<file path="src/rtl/scroller_pkg.sv">
// Shared types and constants for the digest scroller: FSM states, word geometry
// and the modulo-32 index step helper.
package scroller_pkg;

    localparam int WORDS  = 32;
    localparam int WORD_W = 16;
    localparam int IDX_W  = $clog2(WORDS);

    localparam logic [IDX_W-1:0] IDX_LAST = 5'd31;

    typedef enum logic [1:0] {
        EMPTY  = 2'd0,
        MANUAL = 2'd1,
        AUTO   = 2'd2
    } scroll_state_t;

    // One step up or down with natural 5-bit wrap-around.
    function automatic logic [IDX_W-1:0] idx_step(input logic [IDX_W-1:0] idx, input logic up);
        if (up) begin
            return idx + 5'd1;
        end else begin
            return idx - 5'd1;
        end
    endfunction

endpackage

</file>
<file path="src/rtl/btn_debounce.sv">
// Push-button conditioner: 2-flop synchronizer, tick-based stability counter and
// single-cycle rising-edge pulse on the accepted level.
module btn_debounce #(
    parameter int DEBOUNCE_TICKS = 20
) (
    input  logic clk,
    input  logic rst,
    input  logic tick,
    input  logic btn,
    output logic rise
);

    localparam int CNT_W = (DEBOUNCE_TICKS > 1) ? $clog2(DEBOUNCE_TICKS) : 1;
    localparam logic [CNT_W-1:0] CNT_LAST = CNT_W'(DEBOUNCE_TICKS - 1);
    localparam logic [CNT_W-1:0] CNT_ONE  = CNT_W'(1);

    logic             sync1_r;
    logic             sync2_r;
    logic             stable_r;
    logic             rise_r;
    logic [CNT_W-1:0] cnt_r;

    // Synchronize, then accept a new level only after it has differed from the
    // accepted one on DEBOUNCE_TICKS consecutive ticks.
    always_ff @(posedge clk) begin
        if (rst) begin
            sync1_r  <= 1'b0;
            sync2_r  <= 1'b0;
            stable_r <= 1'b0;
            rise_r   <= 1'b0;
            cnt_r    <= '0;
        end else begin
            sync1_r <= btn;
            sync2_r <= sync1_r;
            rise_r  <= 1'b0;
            if (tick) begin
                if (sync2_r == stable_r) begin
                    cnt_r <= '0;
                end else if (cnt_r == CNT_LAST) begin
                    stable_r <= sync2_r;
                    rise_r   <= sync2_r;
                    cnt_r    <= '0;
                end else begin
                    cnt_r <= cnt_r + CNT_ONE;
                end
            end
        end
    end

    assign rise = rise_r;

endmodule

</file>
<file path="src/rtl/digest_scroller.sv">
// Shows a captured SHA-512 digest one 16-bit word at a time, either auto-scrolling
// on a dwell timer or stepped manually by two debounced buttons.
module digest_scroller
    import scroller_pkg::*;
#(
    parameter int DWELL_TICKS    = 1250,
    parameter int DEBOUNCE_TICKS = 20
) (
    input  logic                    sysclk_125mhz,
    input  logic                    rst,
    input  logic                    tick,
    input  logic                    digest_valid,
    input  logic [WORDS*WORD_W-1:0] digest,
    input  logic                    btn_next,
    input  logic                    btn_prev,
    input  logic                    mode_auto,
    output logic [WORD_W-1:0]       word_out,
    output logic [IDX_W-1:0]        index_out,
    output logic                    loaded,
    output logic                    wrap_pulse
);

    localparam int DW_W = (DWELL_TICKS > 1) ? $clog2(DWELL_TICKS) : 1;
    localparam logic [DW_W-1:0] DWELL_LAST = DW_W'(DWELL_TICKS - 1);
    localparam logic [DW_W-1:0] DWELL_ONE  = DW_W'(1);

    scroll_state_t             state_r;
    logic [WORDS*WORD_W-1:0]   captured_r;
    logic [IDX_W-1:0]          index_r;
    logic [DW_W-1:0]           dwell_r;
    logic                      loaded_r;
    logic                      wrap_r;
    logic                      next_rise_s;
    logic                      prev_rise_s;
    logic [WORD_W-1:0]         word_s;

    btn_debounce #(.DEBOUNCE_TICKS(DEBOUNCE_TICKS)) u_deb_next (
        .clk  (sysclk_125mhz),
        .rst  (rst),
        .tick (tick),
        .btn  (btn_next),
        .rise (next_rise_s)
    );

    btn_debounce #(.DEBOUNCE_TICKS(DEBOUNCE_TICKS)) u_deb_prev (
        .clk  (sysclk_125mhz),
        .rst  (rst),
        .tick (tick),
        .btn  (btn_prev),
        .rise (prev_rise_s)
    );

    // Scroll FSM: a new digest overrides everything; a mode flip takes a whole
    // cycle of its own so no step is applied while switching.
    always_ff @(posedge sysclk_125mhz) begin
        if (rst) begin
            state_r    <= EMPTY;
            captured_r <= '0;
            index_r    <= '0;
            dwell_r    <= '0;
            loaded_r   <= 1'b0;
            wrap_r     <= 1'b0;
        end else begin
            wrap_r <= 1'b0;
            if (digest_valid) begin
                captured_r <= digest;
                index_r    <= IDX_LAST;
                dwell_r    <= '0;
                loaded_r   <= 1'b1;
                state_r    <= mode_auto ? AUTO : MANUAL;
            end else begin
                case (state_r)
                    EMPTY: begin
                        state_r <= EMPTY;
                    end
                    MANUAL: begin
                        if (mode_auto) begin
                            state_r <= AUTO;
                            dwell_r <= '0;
                        end else if (next_rise_s && !prev_rise_s) begin
                            index_r <= idx_step(index_r, 1'b0);
                        end else if (prev_rise_s && !next_rise_s) begin
                            index_r <= idx_step(index_r, 1'b1);
                        end else begin
                            index_r <= index_r;
                        end
                    end
                    AUTO: begin
                        if (!mode_auto) begin
                            state_r <= MANUAL;
                            dwell_r <= '0;
                        end else if (tick) begin
                            if (dwell_r == DWELL_LAST) begin
                                dwell_r <= '0;
                                index_r <= idx_step(index_r, 1'b0);
                                wrap_r  <= (index_r == 5'd0);
                            end else begin
                                dwell_r <= dwell_r + DWELL_ONE;
                            end
                        end else begin
                            dwell_r <= dwell_r;
                        end
                    end
                    default: begin
                        state_r <= EMPTY;
                        index_r <= '0;
                        dwell_r <= '0;
                    end
                endcase
            end
        end
    end

    // Word mux straight off the registers so word_out tracks index_out.
    always_comb begin
        word_s = '0;
        if (state_r == EMPTY) begin
            word_s = '0;
        end else begin
            word_s = captured_r[int'(index_r) * WORD_W +: WORD_W];
        end
    end

    assign word_out   = word_s;
    assign index_out  = index_r;
    assign loaded     = loaded_r;
    assign wrap_pulse = wrap_r;

endmodule
</file>
<file path="config.mk">
export PLATFORM = sky130hd
export DESIGN_NAME = digest_scroller
export DESIGN_NICKNAME = d
export VERILOG_FILES = /design/src/rtl/scroller_pkg.sv /design/src/rtl/btn_debounce.sv /design/src/rtl/digest_scroller.sv
export SDC_FILE = /design/constraint.sdc
export NUM_CORES = 1
export LEC_CHECK = 0
export BUFFER_PORTS_ARGS = -buffer_cell sky130_fd_sc_hd__buf_2
export CAP_MARGIN = 20
export CORE_AREA = 2 2 233 235
export CTS_BUF_LIST = sky130_fd_sc_hd__clkbuf_16
export CTS_CLUSTER_SIZE = 8
export DETAILED_ROUTE_END_ITERATION = 10
export DIE_AREA = 0 0 235 237
export PLACE_DENSITY = 0.78
export REMOVE_ABC_BUFFERS = 1
export SETUP_SLACK_MARGIN = 0.3
export SLEW_MARGIN = 25
export SYNTH_ARGS = -nofsm -noshare
export SYNTH_HDL_FRONTEND = slang
export SYNTH_SLANG_ARGS = --single-unit
</file>
<file path="constraint.sdc">
create_clock -name sysclk_125mhz -period 2.74 [get_ports sysclk_125mhz]
set_clock_uncertainty 0.05 [all_clocks]
set_input_delay 0.274 -clock sysclk_125mhz [delete_from_list [all_inputs] [get_ports sysclk_125mhz]]
set_output_delay 0.274 -clock sysclk_125mhz [all_outputs]
set_load 0.03 [all_outputs]
</file>
# [Yosys cells after proc, flatten, opt, wreduce, memory -nomap -nowiden]
# Index checks and enable logic that the tools add are counted.
[op_classes] n_bitwise=9 n_eq_ne=17 add_sub_neg=5 shift=1 reduce_logical=15 muxes=23
[op_table] cell="512-bit by 10-bit indexed part select with 16-bit output" count=1
[op_table] cell="5-bit two-way mux" count=11
[op_table] cell="11-bit two-way mux" count=4
[op_table] cell="11-bit case mux with 3 select lines" count=1
[op_table] cell="3-bit inequality test (second input constant)" count=7
[op_table] cell="16-bit two-way mux" count=1
[op_table] cell="5-bit by 1-bit adder with 5-bit output (second input constant)" count=3
[op_table] cell="5-bit case mux with 3 select lines" count=1
[op_table] cell="11-bit by 1-bit adder with 11-bit output (second input constant)" count=1
[op_table] cell="11-bit == test (second input constant)" count=1
[op_table] cell="5-bit == test (second input constant)" count=2
[op_table] cell="1-bit inverter" count=9
[op_table] cell="3-bit AND reduction" count=3
[op_table] cell="2-bit two-way mux" count=4
[op_table] cell="4-bit OR reduction" count=2
[op_table] cell="6-bit AND reduction" count=1
[op_table] cell="6-bit OR reduction" count=1
[op_table] cell="5-bit zero test" count=1
[op_table] cell="5-bit by 1-bit subtractor with 5-bit output (second input constant)" count=1
[op_table] cell="2-bit inequality test (second input constant)" count=2
[op_table] cell="4-bit inequality test (second input constant)" count=1
[op_table] cell="2-bit case mux with 2 select lines" count=1
[op_table] cell="1-bit == test" count=2
[op_table] cell="2-bit by 1-bit == test with 1-bit output (second input constant)" count=1
[op_table] cell="other kinds (6)" count=8
[word_totals] word_cells=86 regBits=550

# [Longest topological paths before layout]
# Gate-level depths: netlist of run 1.
[logic_depth] depth_word=7 mapped_depth=11

# [Hierarchy]
# Synthesis of run 1 repeated with hierarchy kept, for this count alone.
[hier_totals] cells_unflattened=2229 area_unflattened_um2=23765.3
[by_module_without_submodules] mod="digest_scroller" instances=1 cells_each=2139 seq_area_each_um2=10650.2 area_per_inst_um2=22919.5
[by_module_without_submodules] mod="btn_debounce" instances=2 cells_each=45 seq_area_each_um2=180.2 area_per_inst_um2=422.9

# [Least setup slack after synthesis of run 1]
# No wires, ideal clock.
[synth_timing] kind="reg-to-output" from="reg index_r[0] (netlist: index_out[0])" to="out word_out[15]" slack_ns=-0.143 n_path_buf=4 stages_incl_launch_ff=9 arrival_ns=2.559 cell_sequence="dfxtp_1 buf_2 buf_4 buf_4 buf_2 mux2i_1 o221ai_1 a211oi_1 a311oi_1"
[synth_between] elab_chain_len=2
[synth_lines] item="start: declaration" line="digest_scroller.sv:29" text="logic [IDX_W-1:0] index_r;"
[synth_lines] item="start signal: assignment" line="digest_scroller.sv:81" text="index_r <= idx_step(index_r, 1'b0);"
[synth_lines] item="start signal: assignment" line="digest_scroller.sv:83" text="index_r <= idx_step(index_r, 1'b1);"
[synth_lines] item="start signal: assignment" line="digest_scroller.sv:85" text="index_r <= index_r;"
[synth_lines] item="512-bit by 10-bit indexed part select with 16-bit output" line="digest_scroller.sv:120" text="word_s = captured_r[int'(index_r) * WORD_W +: WORD_W];"
[synth_lines] item="16-bit two-way mux" line="digest_scroller.sv:117" text="if (state_r == EMPTY) begin"
[synth_lines] item="end: declaration" line="digest_scroller.sv:17" text="output logic [WORD_W-1:0] word_out,"
# Every way passes these cells.

# [Final worst setup path of run 1]
[layout_timing] from="reg index_r[0] (netlist: index_out[0])" to="out word_out[0]"
# Same word-level chain as after synthesis.

==> metrics, run 1 <==
area fraction of the dominant cell type after synthesis 46.46%; GPL Wtd Cong 0.8791; synthesis-to-finish area growth 51.32%; Place WS -0.008768 ns; CP max stage delay roughly 0.56 ns; first-pass GRT wire length around 150000 µm; Fmax between 300 and 400 MHz; maxcap violations 0; placed cell count between 3000 and 4000; part of the power in combinational logic a little under a fifth; Setup WS post-layout -0.5187 ns; DRT iter0 DRCs 2289; ANT nets after route 0; number of global-route vias before repair about 25000; crit path kind flip-flop to output pin; layout cells sized above 1 27.58%; Clock Root Buffer clkbuf_16; maximum vdd drop approximately 0.00054 V; first drt pass iteration count 6; Clock Power Share between 40% and 50%; P per Cell Area between 600 and 700 mW/mm²; Reg clk slew, reported paths 0.06 ns; Leakage 16.22 nW; maximum buffer depth of the clock tree 3; Reg-to-Reg End index_out[3]; Worst Tran Pin Value 0.7642 ns; Core Box Area 0.05328 mm²; placed standard-cell area 0.02751 mm²; failing checks setup timing; asr flop ratio synth 0%; initial cell density of the core 44.48%; CP top delay family compound AO/OA/AOI/OAI gates; GRT Resource Usage Total 34.69%; Critical R2R Launch state_r[1]; synth unique cells 52; Post-synth EDFFs 0; Slew Limit Fails 0; DRC Markers 0; FP Rows 85; WP buf/inv 5; clock latency at the later pin of the worst-skew pair about 0.62 ns; total power 21.72 mW; largest net degree at the start of global routing around 130; yosys warns 0; Vias 23390; Fin. Hold Viols 0; io pins 542; H-tree Lvls 3; register area share after synthesis 46.46%; fin crit period 3.259 ns; synthesized cell area 0.02370 mm²; critical path data arrival time 2.93 ns; top cells by area, synth dfxtp_1 (46%), mux2i_1 (24%), mux4_2 (9.9%); #FFs+latches synth 550; Pint 15.77 mW; synthesized area per cell 10.74 µm²; die height 237 µm; Core Util, Final 67.30%; Worst Setup SP index_out[0]; FF-to-FF setup slack 0.47 ns; final wirelength about 100000 µm; Setup crit end kind output pin; Inserted Clock Buffers 79; sw frac 27.42%; startpoint types flip-flop; fin cells 4018; final setup violation count 16; die area roughly 0.056 mm²; Slowest-stage cell, CP o22ai_1; Num Clock Sinks 550; CTS tree done; Min-Delay Startpoint rst; CP dominant cell by count buf_4; Synth area leader dfxtp_1; critical path required time 2.42 ns; drt wl/cell ~25 µm; Most used DFF post-synth dfxtp_1; Hold Crit Depth 2; initial antenna violation count 21; grt ovf 0; unrepaired setup endpoints after global routing yes; Switch Pwr 5.955 mW; Critical Path Fanout Max 12; worst hold path type input pin to flip-flop; fill count ~3300; cells along the critical path buf_12 -> clkbuf_16 -> buf_8 -> mux2i_1 -> o22ai_1 -> a2111oi_4 -> buf_4 -> a211oi_2 -> buf_4; Hold EP captured_r[378]; r2r worst-path depth 7; DIE WIDTH 235 µm; Finished Cell Area 0.03586 mm²; dpl hpwl 51580 µm; Final period util 118.9%; Layout Nets 3825; status finished with violations; Slew HR around 49%; sequential power share 40.6%; number of I/O port buffers 541; Synth Instances 2206; DR vias/cell 5.822
==> cells by family (layout without fill, tap and decap cells) <==
logic type | after synthesis | in the layout | share of synthesized area (%)
muxes | 670 | 670 | 33.79
and+or+nand+nor | 627 | 627 | 10.74
buffers and inverters | 189 | 1290 | 3.495
adders and majority gates | 9 | 9 | 0.4752
AOI/OAI and AO/OA | 150 | 150 | 4.630
DFF | 550 | 550 | 46.46
other | 0 | 15 | 0
xor gates and xnor gates | 11 | 11 | 0.4066
==> layer usage <==
layer	up-vias	routed length, µm	track usage (%)
met3	600	9956	10.90
met5	-	57	0
li1	10010	-	-
met4	8	8585	27.29
met2	1709	48720	57.48
met1	11070	34160	36.72
==> Yosys cell counts, types with 4 or more instances <==
master     instances
a2111oi_0         13
a211oi_1          14
a21oi_1           23
a22o_1            16
a22oi_1           21
a311oi_1           8
a31oi_1            4
and3_1             7
buf_1             49
buf_2             12
buf_4             14
clkbuf_1          94
dfxtp_1          550
ha_1               9
inv_1             14
mux2i_1          565
mux4_2           104
nand2_1           19
nand3_1           10
nor2_1           548
nor2b_1            8
nor3_1             5
nor3b_1            6
o21ai_0           15
o221ai_1          13
o22ai_1           15
xor2_1             8
==> sequential cells by signal, summed over array words and instances, names as in the netlist, 2 cells and up <==
| register | count |
|---|---|
| u_deb_prev.cnt_r | 5 |
| index_out | 5 |
| u_deb_next.cnt_r | 5 |
| dwell_r | 11 |
| state_r | 2 |
| captured_r | 512 |
==> placed cells by master, fill, tap and decap left out, drive strengths merged, types with 3 or more instances in the layout <==
cell type    synthesis  layout
buf                 79     667
mux2i              565     565
dfxtp              550     550
nor2               548     548
dlygate4sd3          0     516
mux4               104     104
clkbuf              96      82
a21oi               23      23
a22oi               21      21
nand2               19      19
inv                 14      19
a22o                16      16
diode                0      15
o22ai               15      15
o21ai               15      15
a211oi              14      14
a2111oi             13      13
o221ai              13      13
nand3               10      10
ha                   9       9
xor2                 8       8
and3                 8       8
nor2b                8       8
a311oi               8       8
nor3b                6       6
nor3                 6       6
clkinv               0       5
a31oi                4       4
xnor2                3       3
nand4bb              3       3
nor4                 3       3
nand4                3       3
and2                 3       3
o41ai                3       3
==> cell type report <==
cell class / instances / area (µm²) / area share (%)
Timing Repair Buffer: 1185 / 9489 / 26.46
Inverter: 14 / 52.55 / 0.1465
Clock buffer: 80 / 2002 / 5.583
Antenna cell: 15 / 37.54 / 0.1047
Tap cell: 696 / 870.8 / 2.428
Multi-Input combinational cell: 1467 / 12250 / 34.17
Sequential cell: 550 / 11020 / 30.74
Clock inverter: 11 / 132.6 / 0.3698
==> through the flow <==
stage               setup TNS (ns)  hold WS [ns]
floorplan                  -118.39        0.2931
global placement                 0        0.3757
detailed placement       -0.008768        0.3771
CTS                         -4.995       0.05841
global route                -6.274       0.08033
finish                      -5.114       0.07339
==> power groups by stage <==
| stage | clock network, mW | logic (mW) | registers (mW) |
|---|---|---|---|
| after floorplan | 0 | 1.35 | 8.93 |
| after global placement | 0 | 2.69 | 8.91 |
| after detailed placement | 0 | 2.76 | 8.92 |
| after CTS | 8.85 | 3.51 | 8.77 |
| after global routing | 9.35 | 4.12 | 8.85 |
| final | 8.94 | 3.95 | 8.83 |
==> worst max path at each step <==
stage / slack [ns] / depth (start not counted) / end
floorplan: -5.58 / 5 / word_out[14]
global placement: 0.03 / 7 / word_out[5]
detailed placement: -0.009 / 7 / word_out[5]
CTS: -0.38 / 7 / word_out[8]
global route: -0.52 / 9 / word_out[0]
finish: -0.52 / 9 / word_out[0]
==> what timing repair did <==
item                                    4_1_cts  5_1_grt
cloned                                        1        2
endpoints found under the setup margin       16       16
hold endpoints to repair                    517        0
gates resized for setup                      70       39
buffers inserted                             16       25
hold buffers                                516        0
pin swaps                                     8       28
(Power assumes the default switching activity.)
==> run 2, diff against run 1 <==
--- a/config.mk
+++ b/config.mk
@@ -12,7 +12,8 @@
 export CTS_CLUSTER_SIZE = 8
 export DETAILED_ROUTE_END_ITERATION = 10
 export DIE_AREA = 0 0 235 237
-export PLACE_DENSITY = 0.78
+export GPL_ROUTABILITY_DRIVEN = 1
+export PLACE_DENSITY = 0.81
 export REMOVE_ABC_BUFFERS = 1
 export SETUP_SLACK_MARGIN = 0.3
 export SLEW_MARGIN = 25
==> constraint.sdc (replaced) <==
create_clock -name sysclk_125mhz -period 2.95 [get_ports sysclk_125mhz]
set_clock_uncertainty 0.05 [all_clocks]
set_input_delay 0.295 -clock sysclk_125mhz [delete_from_list [all_inputs] [get_ports sysclk_125mhz]]
set_output_delay 0.295 -clock sysclk_125mhz [all_outputs]
set_load 0.03 [all_outputs]
==> metrics, run 2 (synthesis gave the netlist of run 1 again) <==
sw frac 27.32%; fill count between 3000 and 4000; Inserted Clock Buffers 79; ANT nets after route 0; CP max stage delay 0.52 ns; number of I/O port buffers ~540; critical path data arrival time ~2.8 ns; number of global-route vias before repair 26020; first-pass GRT wire length 152800 µm; FP Rows 85; Setup WS post-layout -0.2395 ns; critical path required time 2.61 ns; Hold Crit Depth 3; layout cells sized above 1 roughly 28%; Top Usage Layer GRT met2; max reg flops 512; commonest non-fill, non-tap cell in the layout mux2i_1; CTS tree done; Layout Nets 3813; Slew Limit Fails 0; startpoint types flip-flop; cells along the critical path buf_12 -> buf_16 -> buf_6 -> buf_12 -> mux4_2 -> mux2i_1 -> mux2i_1 -> nor2_2 -> nor3_2 -> buf_4; Final period util 108.1%; Clock Power Share about two fifths; Min-Delay Startpoint tick; met3 usage between 10% and 20%; synthesis-to-finish area growth 51.14%; part of the power in combinational logic 18.2%; DIE WIDTH 235 µm; Finished Cell Area 0.03582 mm²; final wirelength 102500 µm; placed cell count between 3000 and 4000; failing checks setup timing; first drt pass iteration count 5; initial cell density of the core 44.48%; io pins about 540; DRT iter0 DRCs 2206; area of the multi-input gates 0.01234 mm²; Fmax 313.5 MHz; status finished with violations; GRT met2 Usage 59.38%; Core Util, Final 67.22%; largest net degree at the start of global routing 145; fin cells roughly 4000; unrepaired setup endpoints after global routing yes; initial antenna violation count 16; Biggest register captured_r; die area 0.05570 mm²; dpl hpwl 52090 µm; DRC Markers 0; Switch Pwr 5.528 mW; Leakage 16.17 nW; Worst Setup SP index_out[0]; Num Clock Sinks 550; placed standard-cell area 0.02737 mm²; GPL Wtd Cong 0.8928; H-tree Lvls 3; FF+latch area roughly 0.011 mm²; Pint between 10 and 15 mW; drt wl/cell 25.62 µm; GRT Resource Usage Total a little over a third; clock latency at the later pin of the worst-skew pair 0.62 ns; Core Box Area 0.05328 mm²; Slew HR 47.09%; Reg clk slew, reported paths 0.05 ns; die height about 240 µm; Fin. Hold Viols 0; worst hold path type input pin to flip-flop; maxcap violations 0; r2r worst-path depth 7; GR Layer Usage met1 36.61%; Clock Root Buffer clkbuf_16; DR vias/cell just under 6; most frequent cells in the layout mux2i_1 (559), nor2_1 (546), dfxtp_1 (546); sequential power share 40.6%; Vias 23710; grt ovf 0; fin crit period around 3.2 ns; largest registers captured_r: 512 flops, dwell_r: 11 flops; crit path kind flip-flop to output pin; Critical R2R Launch state_r[0]; Worst Tran Pin Value 0.7937 ns; maximum buffer depth of the clock tree 3; final setup violation count 15; P per Cell Area approximately 560 mW/mm²; Slowest-stage cell, CP mux4_2; Critical Path Fanout Max 8; Setup crit end kind output pin; maximum vdd drop 0.0006861 V
[run 2: changes by cell type in the layout (fill, tap and decap cells not counted), moves of 5 or more]
cell	change
mux2i_1	-6
buf_4	-9
buf_12	-7
a211oi_1	+5
a211oi_2	-6
diode_2	-6
[run 2: layer usage]
layer	part of all wire [%]	vias up
met5	0.093	-
met4	9.0	14
met3	10	737
met2	47	1869
met1	33	11130
li1	-	9960
[run 2: worst max-delay path: cells and delay by family (launching register included)]
| family | cells | cell delay [ns] |
|---|---|---|
| mux | 3 | 0.87 |
| buf+inv | 5 | 0.72 |
| flops | 1 | 0.37 |
| simple gates | 2 | 0.28 |
[run 2: timing repair]
action / 4_1_cts / 5_1_grt
endpoints found under the setup margin: 16 / 16
gates resized for setup: 111 / 25
pin swaps: 33 / 14
cloned: 4 / 1
hold endpoints to repair: 516 / 0
buffers inserted: 26 / 11
hold buffers: 515 / 0
[run 2: worst paths after layout]
| kind | to | slack (ns) |
|---|---|---|
| hold / removal | u_deb_prev.rise | 0.04 |
| hold reg to reg | u_deb_prev.sync2_r | 0.40 |
| setup / recovery | word_out[11] | -0.24 |
| setup reg to reg | dwell_r[8] | 0.64 |
[run 2: per-stage QoR]
stage	power (mW)	setup TNS, ns	setup slack, ns	hold slack [ns]
finish	20.23	-1.901	-0.2395	0.04496
global route	20.70	-2.997	-0.3002	0.02435
CTS	19.76	-1.336	-0.1429	0.006169
detailed placement	10.83	0	0.04880	0.3857
global placement	10.75	0	0.04270	0.3952
floorplan	9.551	-113.92	-5.389	0.3141
[run 2: power groups by stage]
stage	logic, mW	registers [mW]	clock network (mW)
after global routing	3.82	8.22	8.65
after floorplan	1.25	8.30	0
final	3.68	8.21	8.35
after detailed placement	2.54	8.29	0
after global placement	2.47	8.27	0
after CTS	3.36	8.14	8.26
[run 2: layout make-up]
class,instances,share of cell area (%)
diodes,9,0.06288
clock buffers,82,5.729
clock inverters,10,0.2445
inverters,14,0.1467
multi-input cells,1467,34.45
flip-flops and latches,550,30.78
well taps,696,2.431
repair buffers,1173,26.16
